`config.mk`:
```
export PLATFORM = sky130hd
export DESIGN_NAME = uart_rx_deser_param
export DESIGN_NICKNAME = d
export VERILOG_FILES = /design/src/rtl/uart_rx_deser_param.sv
export SDC_FILE = /design/constraint.sdc
export NUM_CORES = 1
export LEC_CHECK = 0
export ABC_AREA = 1
export CAP_MARGIN = 30
export CORE_MARGIN = 3
export CORE_UTILIZATION = 50
export DETAILED_ROUTE_END_ITERATION = 10
export HOLD_SLACK_MARGIN = 0.15
export PLACE_DENSITY = 0.72
export SLEW_MARGIN = 5
export SYNTH_ARGS = -nofsm -noshare
export SYNTH_HDL_FRONTEND = slang
export SYNTH_SLANG_ARGS = --single-unit
```
`constraint.sdc`:
```
create_clock -name CLK -period 3.5 [get_ports CLK]
set_input_delay 0.7 -clock CLK [delete_from_list [all_inputs] [get_ports CLK]]
set_output_delay 0.7 -clock CLK [all_outputs]
set_load 0.02 [all_outputs]
```
`src/rtl/uart_rx_deser_param.sv`:
```
// -----------------------------------------------------------------------------
// uart_rx_deser_param
//
// Serial-to-parallel converter for the UART receive path. It takes one bit per
// sample strobe from the data sampler and assembles a word whose length is
// chosen at runtime. Bits can arrive LSB-first or MSB-first. The finished word
// is delivered with a one-cycle valid pulse, together with its XOR parity for
// the downstream parity checker. If the RX FSM drops the frame-active level
// before the word is complete, the partial word is discarded and a one-cycle
// abort pulse is raised.
//
// Parameters
//   DATA_WIDTH   maximum word width (5..15)
//   CNT_WIDTH    width of data_len; 2**CNT_WIDTH must exceed DATA_WIDTH
//
// Ports
//   CLK          receive clock
//   RST          asynchronous active-low reset
//   deser_en     frame-active level from the RX FSM
//   sample_vld   one-cycle strobe qualifying sampled_bit
//   sampled_bit  majority-voted data bit
//   data_len     bits per word, latched on the first bit of a frame
//   msb_first    bit order, latched on the first bit (0 = LSB first)
//   P_DATA       last completed word; bits at index >= len read 0
//   P_PAR        XOR of the len bits of P_DATA
//   data_valid   one-cycle pulse when P_DATA/P_PAR update
//   frame_abort  one-cycle pulse when a partial frame is discarded
//   busy         high while a frame is being shifted in
// -----------------------------------------------------------------------------
module uart_rx_deser_param #(
    parameter int DATA_WIDTH = 8,
    parameter int CNT_WIDTH  = 4
) (
    input  logic                  CLK,
    input  logic                  RST,
    input  logic                  deser_en,
    input  logic                  sample_vld,
    input  logic                  sampled_bit,
    input  logic [CNT_WIDTH-1:0]  data_len,
    input  logic                  msb_first,
    output logic [DATA_WIDTH-1:0] P_DATA,
    output logic                  P_PAR,
    output logic                  data_valid,
    output logic                  frame_abort,
    output logic                  busy
);

    localparam logic [CNT_WIDTH-1:0] LP_MAXLEN = CNT_WIDTH'(DATA_WIDTH);
    localparam logic [CNT_WIDTH-1:0] LP_MINLEN = CNT_WIDTH'(5);
    localparam logic [CNT_WIDTH-1:0] LP_ONE    = CNT_WIDTH'(1);

    typedef enum logic {
        ST_IDLE,
        ST_SHIFT
    } state_t;

    state_t                r_state;
    logic [CNT_WIDTH-1:0]  r_len;
    logic                  r_msb;
    logic [DATA_WIDTH-1:0] r_sreg;
    logic [CNT_WIDTH-1:0]  r_cnt;
    logic                  r_par;
    logic [DATA_WIDTH-1:0] r_pData;
    logic                  r_pPar;
    logic                  r_dataValid;
    logic                  r_frameAbort;
    logic                  r_busy;

    logic                  w_start;
    logic [CNT_WIDTH-1:0]  w_lenIn;
    logic [CNT_WIDTH-1:0]  w_lenUse;
    logic                  w_msbUse;
    logic [CNT_WIDTH-1:0]  w_k;
    logic [CNT_WIDTH-1:0]  w_pos;
    logic [CNT_WIDTH-1:0]  w_cntNext;
    logic [DATA_WIDTH-1:0] w_sregNext;
    logic [DATA_WIDTH-1:0] w_mask;
    logic                  w_parNext;
    logic                  w_lastBit;

    // Next-value datapath for a single accepted strobe. In IDLE the strobe is
    // bit 0 of a new frame, so length/order come straight from the inputs and
    // the shift register and parity start from zero; in SHIFT the latched
    // frame settings and the running values are used instead.
    always_comb begin
        w_start  = (r_state == ST_IDLE);
        // Out-of-range lengths fall back to the full word width.
        w_lenIn  = ((data_len < LP_MINLEN) || (data_len > LP_MAXLEN)) ? LP_MAXLEN : data_len;
        w_lenUse = w_start ? w_lenIn   : r_len;
        w_msbUse = w_start ? msb_first : r_msb;
        w_k      = w_start ? '0        : r_cnt;
        w_pos    = w_msbUse ? (w_lenUse - LP_ONE - w_k) : w_k;
        w_cntNext = w_k + LP_ONE;
        w_lastBit = (w_cntNext == w_lenUse);
        w_parNext = (w_start ? 1'b0 : r_par) ^ sampled_bit;

        w_sregNext = w_start ? '0 : r_sreg;
        w_mask     = '0;
        for (int i = 0; i < DATA_WIDTH; i++) begin
            if (CNT_WIDTH'(i) == w_pos) begin
                w_sregNext[i] = sampled_bit;
            end
            w_mask[i] = (CNT_WIDTH'(i) < w_lenUse);
        end
    end

    // Frame FSM with registered outputs. data_valid and frame_abort default
    // low every cycle so they can only ever be single-cycle pulses, and the
    // two are raised on mutually exclusive branches.
    always_ff @(posedge CLK or negedge RST) begin
        if (!RST) begin
            r_state      <= ST_IDLE;
            r_len        <= LP_MAXLEN;
            r_msb        <= 1'b0;
            r_sreg       <= '0;
            r_cnt        <= '0;
            r_par        <= 1'b0;
            r_pData      <= '0;
            r_pPar       <= 1'b0;
            r_dataValid  <= 1'b0;
            r_frameAbort <= 1'b0;
            r_busy       <= 1'b0;
        end else begin
            r_dataValid  <= 1'b0;
            r_frameAbort <= 1'b0;
            case (r_state)
                ST_IDLE: begin
                    if (deser_en && sample_vld) begin
                        r_len   <= w_lenIn;
                        r_msb   <= msb_first;
                        r_sreg  <= w_sregNext;
                        r_cnt   <= w_cntNext;
                        r_par   <= w_parNext;
                        r_busy  <= 1'b1;
                        r_state <= ST_SHIFT;
                    end
                end
                ST_SHIFT: begin
                    if (!deser_en) begin
                        // Frame dropped by the RX FSM: any strobe this cycle is
                        // ignored and the last good word stays on P_DATA.
                        r_sreg       <= '0;
                        r_cnt        <= '0;
                        r_par        <= 1'b0;
                        r_frameAbort <= 1'b1;
                        r_busy       <= 1'b0;
                        r_state      <= ST_IDLE;
                    end else if (sample_vld) begin
                        if (w_lastBit) begin
                            r_pData     <= w_sregNext & w_mask;
                            r_pPar      <= w_parNext;
                            r_dataValid <= 1'b1;
                            r_sreg      <= '0;
                            r_cnt       <= '0;
                            r_par       <= 1'b0;
                            r_busy      <= 1'b0;
                            r_state     <= ST_IDLE;
                        end else begin
                            r_sreg <= w_sregNext;
                            r_cnt  <= w_cntNext;
                            r_par  <= w_parNext;
                        end
                    end
                end
                default: begin
                    r_state <= ST_IDLE;
                    r_busy  <= 1'b0;
                end
            endcase
        end
    end

    assign P_DATA      = r_pData;
    assign P_PAR       = r_pPar;
    assign data_valid  = r_dataValid;
    assign frame_abort = r_frameAbort;
    assign busy        = r_busy;

endmodule

```
==> summary.txt, run 1 <==
Logic synthesis
  – Most frequent cell after synthesis: sky130_fd_sc_hd__nand2_1
  – Leading register cell type out of synthesis: sky130_fd_sc_hd__dfrtp_1
  – Distinct cells, synth: 33
  – Share of async-settable or async-resettable flops after synthesis: 100.0%
  – Largest area contributor in the netlist: sky130_fd_sc_hd__dfrtp_1
  – Count of flip-flops with a built-in enable after synthesis: 0
  – Combined area of all synthesized cells: 0.002162 sq mm
  – Yosys warning total: 0
  – Post-synthesis area per instance: 7.255 sq um
  – Synthesized instance count: 298
  – Register area share after synthesis: 35.94%
  – Register bit total from synthesis: 31
  – Mapped Nets: 313
  – Synth area leaders: sky130_fd_sc_hd__dfrtp_1 35%, sky130_fd_sc_hd__nand2_1 20%, sky130_fd_sc_hd__inv_1 5.7%
  – List of most frequent post-synthesis cells: 116 x sky130_fd_sc_hd__nand2_1, 33 x sky130_fd_sc_hd__inv_1, 30 x sky130_fd_sc_hd__dfrtp_1, 21 x sky130_fd_sc_hd__nand3_1, 18 x sky130_fd_sc_hd__nor2_1
  – Post-synth top area share: 34.72%

STA
  – Setup repair after global routing missed its margin: false
  – Final number of max-transition violations: 0
  – Final critical delay including setup and external delays: 3.003 ns
  – Worst Clk Skew: 0.007519 ns
  – Slew at the pin with the worst max-slew slack: 0.5118 ns
  – Final setup viols: 0
  – Fmax: 333.0 MHz
  – Final setup margin: 0.4970 ns
  – Setup tns final: 0 ns
  – Final clock period utilization by the worst path: 85.80%
  – Relative slew margins: 65.76%
  – Hold Fails Final Rpt: 0

Final layout
  – Fin nets: 339
  – Proportion of layout cells with a drive suffix above 1: 16.00%
  – Total non-filler cell area in the finished layout: 0.002527 sq mm
  – Synth-to-layout area growth: 16.90%
  – Number of diodes added for antenna fixing: 0
  – Final cell utilization of the core: 61.85%
  – Final standard cell count with taps included and fillers excluded: 375
  – Count of filler cells inserted in the layout: 373

Setup path
  – Nature of the critical path endpoint: flop
  – Critical path peak fanout: 4
  – Startpoint-to-endpoint class of the critical path: primary input to flop
  – Depth of the most critical reg-to-reg path: 14
  – Startpoint type of the worst setup path: primary input
  – Arrival @ worst endpoint: 3.18 ns
  – Critical path required time: 3.67 ns
  – Worst reg2reg endpoint: P_DATA[2]
  – Reg-to-Reg Start: r_state
  – R2r setup slk: 0.85 ns

Placed design
  – Post-placement setup slack: 0.2143 ns
  – HPWL Detailed: 3768 um
  – Placed Area: 0.002410 sq mm
  – IO buf count: 21
  – RD Place Congestion: 0.9198
  – Cells after DPL: 367

Clocking
  – Clock tree from TritonCTS: done
  – Clock buffers created by TritonCTS: 5
  – Clock latency on the worst-skew pair: 0.28 ns
  – Clock-pin slew on the worst setup and hold paths: 0.07 ns
  – # H-tree levels: 2
  – Sink count of the clock tree: 31
  – Number of hold buffers added after CTS: 0
  – Total setup buffers inserted after CTS: 0
  – Post-CTS Resized: 0
  – Clock tree root driver cell: sky130_fd_sc_hd__clkbuf_8
  – Clock Tree Buf Depth: 2

Floorplan
  – Vertical die dimension: 71.76 um
  – Die Footprint: 0.005150 sq mm
  – I/O Pins: 22
  – Starting utilization of the core area: 52.91%
  – Row Count: 23
  – Die W: 71.76 um
  – Area of the core region: 0.004086 sq mm

Outcome
  – Outcome: complete, no violations

Power and ir drop
  – Leakage dissipation: 1.368 nW
  – Total power per unit cell area: 481.5 mW/mm^2
  – IR Drop Worst-Case VDD: 358.4 uV

Drt
  – Vias per cell: 5.123
  – Drc violations: 0
  – Number of vias in the routed layout: 1921
  – Avg WL per Cell: 13.24 um
  – DRT iter0 DRCs: 156
  – Routed Wire Length: 4965 um
  – First-pass DRT Iterations: 4
  – Count of nets left with antenna violations after detail routing: 0

Min path
  – Hold path endpoint: r_len[0]
  – Tightest Hold Check Type: flop to flop
  – Hold path startpoint: r_len[0]
  – Hold Path Stages: 2

Global route
  – Total congestion overflow: 0
  – Number of global-route vias before repair: 1918
  – Gr usage total: 22.02%
  – Maximum number of pins on one net before global-route repair: 32
  – Global-route wire length before repair: 8735 um
  – Antenna violations before repair: 0

Run
  – # Max-Cap Violations: 0
==> power by group <==
part           internal, W  switching, W  total, W
registers         0.000403     0.0000275  0.000430
clock network     0.000230      0.000141  0.000371
logic             0.000145      0.000271  0.000416
total             0.000778      0.000439   0.00122
==> per-layer routing <==
| metal | wire length [um] | vias to the layer above | track usage [%] | part of all wire, % |
|---|---|---|---|---|
| li1 | - | 988 | - | - |
| met1 | 2402 | 877 | 29.35 | 48 |
| met2 | 2261 | 50 | 34.18 | 46 |
| met3 | 239 | 6 | 5.610 | 4.8 |
| met4 | 61 | 0 | 8.977 | 1.2 |
| met5 | 0 | - | 0 | 0 |
==> registers in the layout (all words and copies together) (netlist names) <==
signal,flops
frame_abort,1
r_len,4
r_cnt,4
r_state,1
r_sreg,8
P_PAR,1
data_valid,1
r_par,1
busy,1
P_DATA,8
r_msb,1
==> how the worst max path moves through the flow <==
stage	startpoint	end	slack, ns	cells after the start
floorplan	data_len[2]	r_sreg[7]	0.97	16
CTS	data_len[2]	r_sreg[1]	0.52	19
global placement	data_len[2]	r_sreg[4]	0.25	19
finish	data_len[2]	r_sreg[1]	0.50	19
global route	data_len[2]	r_sreg[1]	0.24	19
detailed placement	data_len[2]	r_sreg[1]	0.21	19
==> cell families after synthesis <==
family                     after synthesis  share of synthesized area [%]
DFF                                     31                          35.94
adders and majority gates                5                          3.241
buffers and inverters                   46                          9.490
and+or+nand+nor                        191                          43.17
AOI/OAI and AO/OA                       23                          7.350
xor gates and xnor gates                 2                         0.8103
==> area by class of cell <==
class | instances | area (sq um) | area share, %
Timing Repair Buffer | 24 | 236.5 | 9.356
Tap cell | 50 | 62.56 | 2.475
Multi-Input combinational cell | 221 | 1180 | 46.68
Clock inverter | 2 | 35.03 | 1.386
Clock buffer | 6 | 82.58 | 3.267
Sequential cell | 31 | 777.0 | 30.74
Inverter | 41 | 153.9 | 6.089
==> through the flow <==
stage | power (W) | hold WS (ns)
detailed placement | 0.0008497 | 0.4645
global placement | 0.0008408 | 0.4614
global route | 0.001295 | 0.4944
finish | 0.001217 | 0.4800
CTS | 0.001225 | 0.4844
floorplan | 0.0007434 | 0.4044
==> critical path: stages <==
cell	delay (ns)
sky130_fd_sc_hd__clkdlybuf4s50_1	0.49
sky130_fd_sc_hd__inv_2	0.05
sky130_fd_sc_hd__nor2_4	0.10
sky130_fd_sc_hd__nand2_1	0.07
sky130_fd_sc_hd__nand2_1	0.06
sky130_fd_sc_hd__o21ai_0	0.10
sky130_fd_sc_hd__inv_1	0.12
sky130_fd_sc_hd__ha_1	0.20
sky130_fd_sc_hd__fa_1	0.42
sky130_fd_sc_hd__inv_1	0.06
sky130_fd_sc_hd__nand2_1	0.06
sky130_fd_sc_hd__o21ai_2	0.11
sky130_fd_sc_hd__inv_2	0.07
sky130_fd_sc_hd__nor2_2	0.16
sky130_fd_sc_hd__nand4_1	0.15
sky130_fd_sc_hd__nand2_1	0.09
sky130_fd_sc_hd__nand2_1	0.06
sky130_fd_sc_hd__nand2_1	0.06
sky130_fd_sc_hd__nand2_1	0.06
==> layout by cell type (no fill, tap or decap), types with 2 or more instances in the layout <==
cell / instances
sky130_fd_sc_hd__nand2_1: 116
sky130_fd_sc_hd__inv_1: 33
sky130_fd_sc_hd__dfrtp_1: 30
sky130_fd_sc_hd__nand3_1: 21
sky130_fd_sc_hd__clkdlybuf4s50_1: 21
sky130_fd_sc_hd__nor2_1: 18
sky130_fd_sc_hd__o21ai_0: 9
sky130_fd_sc_hd__inv_2: 8
sky130_fd_sc_hd__nand4_1: 8
sky130_fd_sc_hd__nand2_4: 7
sky130_fd_sc_hd__nand3_2: 6
sky130_fd_sc_hd__clkbuf_8: 6
sky130_fd_sc_hd__nor2_4: 4
sky130_fd_sc_hd__o21ai_2: 4
sky130_fd_sc_hd__a21oi_1: 4
sky130_fd_sc_hd__ha_1: 4
sky130_fd_sc_hd__nand2_2: 3
sky130_fd_sc_hd__nor2_2: 3
sky130_fd_sc_hd__xor2_1: 2
sky130_fd_sc_hd__nand4_2: 2
sky130_fd_sc_hd__buf_4: 2
No activity file was read; power rests on OpenSTA's default activity.
==> run 2: changes to the inputs <==
Settings changed: SLEW_MARGIN 5 to not set.
==> results of run 2 <==
The final DEF is identical to that of run 1; final timing and power are the same.
==> run 3: changes to the inputs <==
Settings changed: CORE_MARGIN 3 to 5, GPL_ROUTABILITY_DRIVEN set to 0.
==> run 3 against run 2 <==
- critical path depth did not move
- total power up 0.65%
- sequential share of layout area is essentially flat
- clock power grew 2%
- die area up 11%
- register-to-register slack worse by 0.04 ns
- final cell count is 0.53% higher
- routed wire length is 1.1% higher
- largest cell class unchanged
- largest power group unchanged
- highest routed layer unchanged
==> summary.txt, run 3 (synthesis results as in run 1) <==
Clocking
  – Clock buffers created by TritonCTS: 5 (unchanged)
  – Sink count of the clock tree: 31 (unchanged)
  – Total setup buffers inserted after CTS: 0 (unchanged)
  – Clock latency on the worst-skew pair: 0.29 ns (about the same)
  – Clock tree from TritonCTS: done
  – Clock tree root driver cell: sky130_fd_sc_hd__clkbuf_8
  – # H-tree levels: 2 (unchanged)
  – Number of hold buffers added after CTS: 0 (unchanged)
  – Post-CTS Resized: 0 (unchanged)
  – Clock-pin slew on the worst setup and hold paths: 0.07 ns (about the same)
  – Clock Tree Buf Depth: 2 (unchanged)

Power and ir drop
  – Comb pwr share: 34.0% (-0.2 points)
  – IR Drop Worst-Case VDD: 282.2 uV (-21%)
  – Sequential share of power: 35.1% (-0.3 points)
  – Net switching component of the power: 0.0004474 W (+2.0%)
  – Total power per unit cell area: 484.9 mW/mm^2 (+0.70%)
  – Leakage dissipation: 1.367 nW (-0.10%)
  – Internal Power: 0.0007775 W (-0.11%)
  – Clock network fraction of design power: 30.9% (+0.4 points)
  – Fraction of power spent switching nets: 36.53% (+0.49 points)

Setup path
  – Top delay family on crit path: simple AND/OR/NAND/NOR gates
  – Cell with the biggest individual delay on the critical path: sky130_fd_sc_hd__clkdlybuf4s50_1
  – Nature of the critical path endpoint: flop
  – Critical path required time: 3.68 ns (about the same)
  – Largest incremental delay on the critical path: 0.49 ns (about the same)
  – Buffer and inverter count on the worst path: 5 (unchanged)
  – Critical path peak fanout: 4 (unchanged)
  – Worst-path cell chain: clkdlybuf4s50_1 -> inv_2 -> nor2_4 -> nand2_1 -> nand2_1 -> o21ai_0 -> inv_1 -> ha_1 -> fa_1 -> inv_1 -> nand2_1 -> o21ai_2 -> inv_2 -> nor2_2 -> nand4_1 -> nand2_1 -> nand2_1 -> nand2_1 -> nand2_1
  – Cell occurring most often along the worst timing path: sky130_fd_sc_hd__nand2_1
  – Startpoint-to-endpoint class of the critical path: primary input to flop
  – Arrival @ worst endpoint: 3.20 ns (+0.02 ns)
  – Startpoint type of the worst setup path: primary input

Drt
  – Avg WL per Cell: 13.32 um (+0.61%)
  – DRT iter0 DRCs: 155 (-0.64%)
  – Routed Wire Length: 5022 um (+1.1%)
  – Vias per cell: 5.114 (-0.17%)
  – First-pass DRT Iterations: 4 (unchanged)
  – Drc violations: 0 (unchanged)
  – Count of nets left with antenna violations after detail routing: 0 (unchanged)
  – Number of vias in the routed layout: 1928 (+0.36%)

Placed design
  – IO buf count: 21 (unchanged)
  – Placed Area: 0.002409 sq mm (about the same)
  – HPWL Detailed: 3723 um (-1.2%)

STA
  – Setup tns final: 0 ns (unchanged)
  – Final clock period utilization by the worst path: 86.26% (+0.46 points)
  – Setup repair after global routing missed its margin: false
  – Worst Clk Skew: 0.005679 ns (-0.001840 ns)
  – Relative slew margins: 72.22% (+6.5 points)
  – Final number of max-transition violations: 0 (unchanged)
  – Final critical delay including setup and external delays: 3.019 ns (+0.01604 ns)
  – Hold Fails Final Rpt: 0 (unchanged)
  – Final setup viols: 0 (unchanged)
  – Slew at the pin with the worst max-slew slack: 0.4168 ns (-0.09501 ns)
  – Fmax: 331.2 MHz (-0.53%)

Final layout
  – Fin nets: 339 (unchanged)
  – Total non-filler cell area in the finished layout: 0.002526 sq mm (about the same)
  – Number of diodes added for antenna fixing: 0 (unchanged)
  – Synth-to-layout area growth: 16.84% (about the same)
  – Proportion of layout cells with a drive suffix above 1: 16.00% (unchanged)
  – Leading cell type in the layout, fill and taps excluded: sky130_fd_sc_hd__nand2_1
  – Commonest non-fill, non-tap cells in the layout: 116 x sky130_fd_sc_hd__nand2_1, 33 x sky130_fd_sc_hd__inv_1, 30 x sky130_fd_sc_hd__dfrtp_1, 21 x sky130_fd_sc_hd__nand3_1, 21 x sky130_fd_sc_hd__clkdlybuf4s50_1

Global route
  – Maximum number of pins on one net before global-route repair: 32 (unchanged)
  – Met2 demand-to-capacity share in global routing: 31.27% (-2.9 points)
  – Total congestion overflow: 0 (unchanged)
  – Antenna violations before repair: 0 (unchanged)
  – Met1 demand-to-capacity share in global routing: 27.66% (-1.7 points)
  – Most Crowded Layer GR: met2
  – Met3 Use GR: 2.770% (-2.8 points)
  – Gr usage total: 20.03% (-2.0 points)
  – Number of global-route vias before repair: 1848 (-3.6%)
  – Global-route wire length before repair: 8590 um (-1.7%)

Outcome
  – Outcome: complete, no violations

Min path
  – Tightest Hold Check Type: flop to flop

Floorplan
  – Row Count: 24 (+4.3%)
  – Die Footprint: 0.005740 sq mm (+11%)
  – Starting utilization of the core area: 50.70% (-2.2 points)
  – I/O Pins: 22 (unchanged)
  – Area of the core region: 0.004264 sq mm (+4.3%)
  – Die W: 75.76 um (+5.6%)
  – Vertical die dimension: 75.76 um (+5.6%)

Run
  – # Max-Cap Violations: 0 (unchanged)
-- run 3: cell counts in the layout (fill, tap and decap cells not counted) --
Identical to the previous run, type by type.
-- run 3: layout make-up --
| class | count | area, sq um |
|---|---|---|
| tap | 52 | 65.06 |
| clock buffer | 6 | 82.58 |
| clock inverter | 2 | 35.03 |
| multi-input combinational | 221 | 1180 |
| timing repair buffer | 24 | 232.7 |
| inverter | 41 | 153.9 |
| sequential | 31 | 777.0 |
| fill | 390 | 1738 |
-- run 3: power by group through the flow --
stage / logic (W) / clock network, W / registers (W)
3_5_place_dp: 0.000412 / 0 / 0.000435
3_3_place_gp: 0.000404 / 0 / 0.000435
5_1_grt: 0.000464 / 0.000398 / 0.000435
6_report: 0.000417 / 0.000378 / 0.000430
2_1_floorplan: 0.000298 / 0 / 0.000446
4_1_cts: 0.000417 / 0.000385 / 0.000429
-- run 3: stage by stage --
step	instances	power (W)	util (%)	hold slack, ns	worst slack (ns)
2_1_floorplan	298	0.0007434	-	0.4044	0.9695
3_3_place_gp	368	0.0008394	56.31	0.4629	0.2361
3_5_place_dp	369	0.0008472	56.48	0.4657	0.2229
4_1_cts	377	0.001231	59.24	0.4847	0.4997
5_1_grt	377	0.001297	59.24	0.5089	0.2093
6_report	377	0.001225	59.24	0.4801	0.4809
-- run 3: routing by layer --
layer  up-vias  wire (um)  part of all wire [%]
li1        988          -                     -
met1       882       2412                    48
met2        48       2268                    45
met3        10        240                   4.8
met4         0        100                   2.0
met5         -          0                     0
-- run 3: final timing paths --
check                            start        end  slack (ns)  cells past startpoint
setup / recovery           data_len[2]  P_DATA[0]        0.48                     19
hold / removal               P_DATA[0]  P_DATA[0]        0.48                      2
setup reg to reg               r_state  P_DATA[0]        0.81                     15
hold reg to reg              P_DATA[0]  P_DATA[0]        0.48                      2
max in group asynchronous          RST   r_len[3]        2.36                      2
min in group asynchronous          RST   r_len[1]        0.81                      2
-- run 3: worst register-to-register path, cell delays in order, from the launching register on --
cell and delay [ns]:
sky130_fd_sc_hd__dfrtp_1 0.35, sky130_fd_sc_hd__buf_4 0.33, sky130_fd_sc_hd__nand2_1 0.21, sky130_fd_sc_hd__nand2_1 0.14
sky130_fd_sc_hd__inv_1 0.05, sky130_fd_sc_hd__ha_1 0.31, sky130_fd_sc_hd__nand3_1 0.09, sky130_fd_sc_hd__nand3_1 0.11
sky130_fd_sc_hd__nand3_1 0.17, sky130_fd_sc_hd__nand4_2 0.28, sky130_fd_sc_hd__nand2_4 0.20, sky130_fd_sc_hd__nor2_4 0.05
sky130_fd_sc_hd__nand3_1 0.09, sky130_fd_sc_hd__nand2_1 0.08, sky130_fd_sc_hd__nand2_1 0.08, sky130_fd_sc_hd__nand2_1 0.05
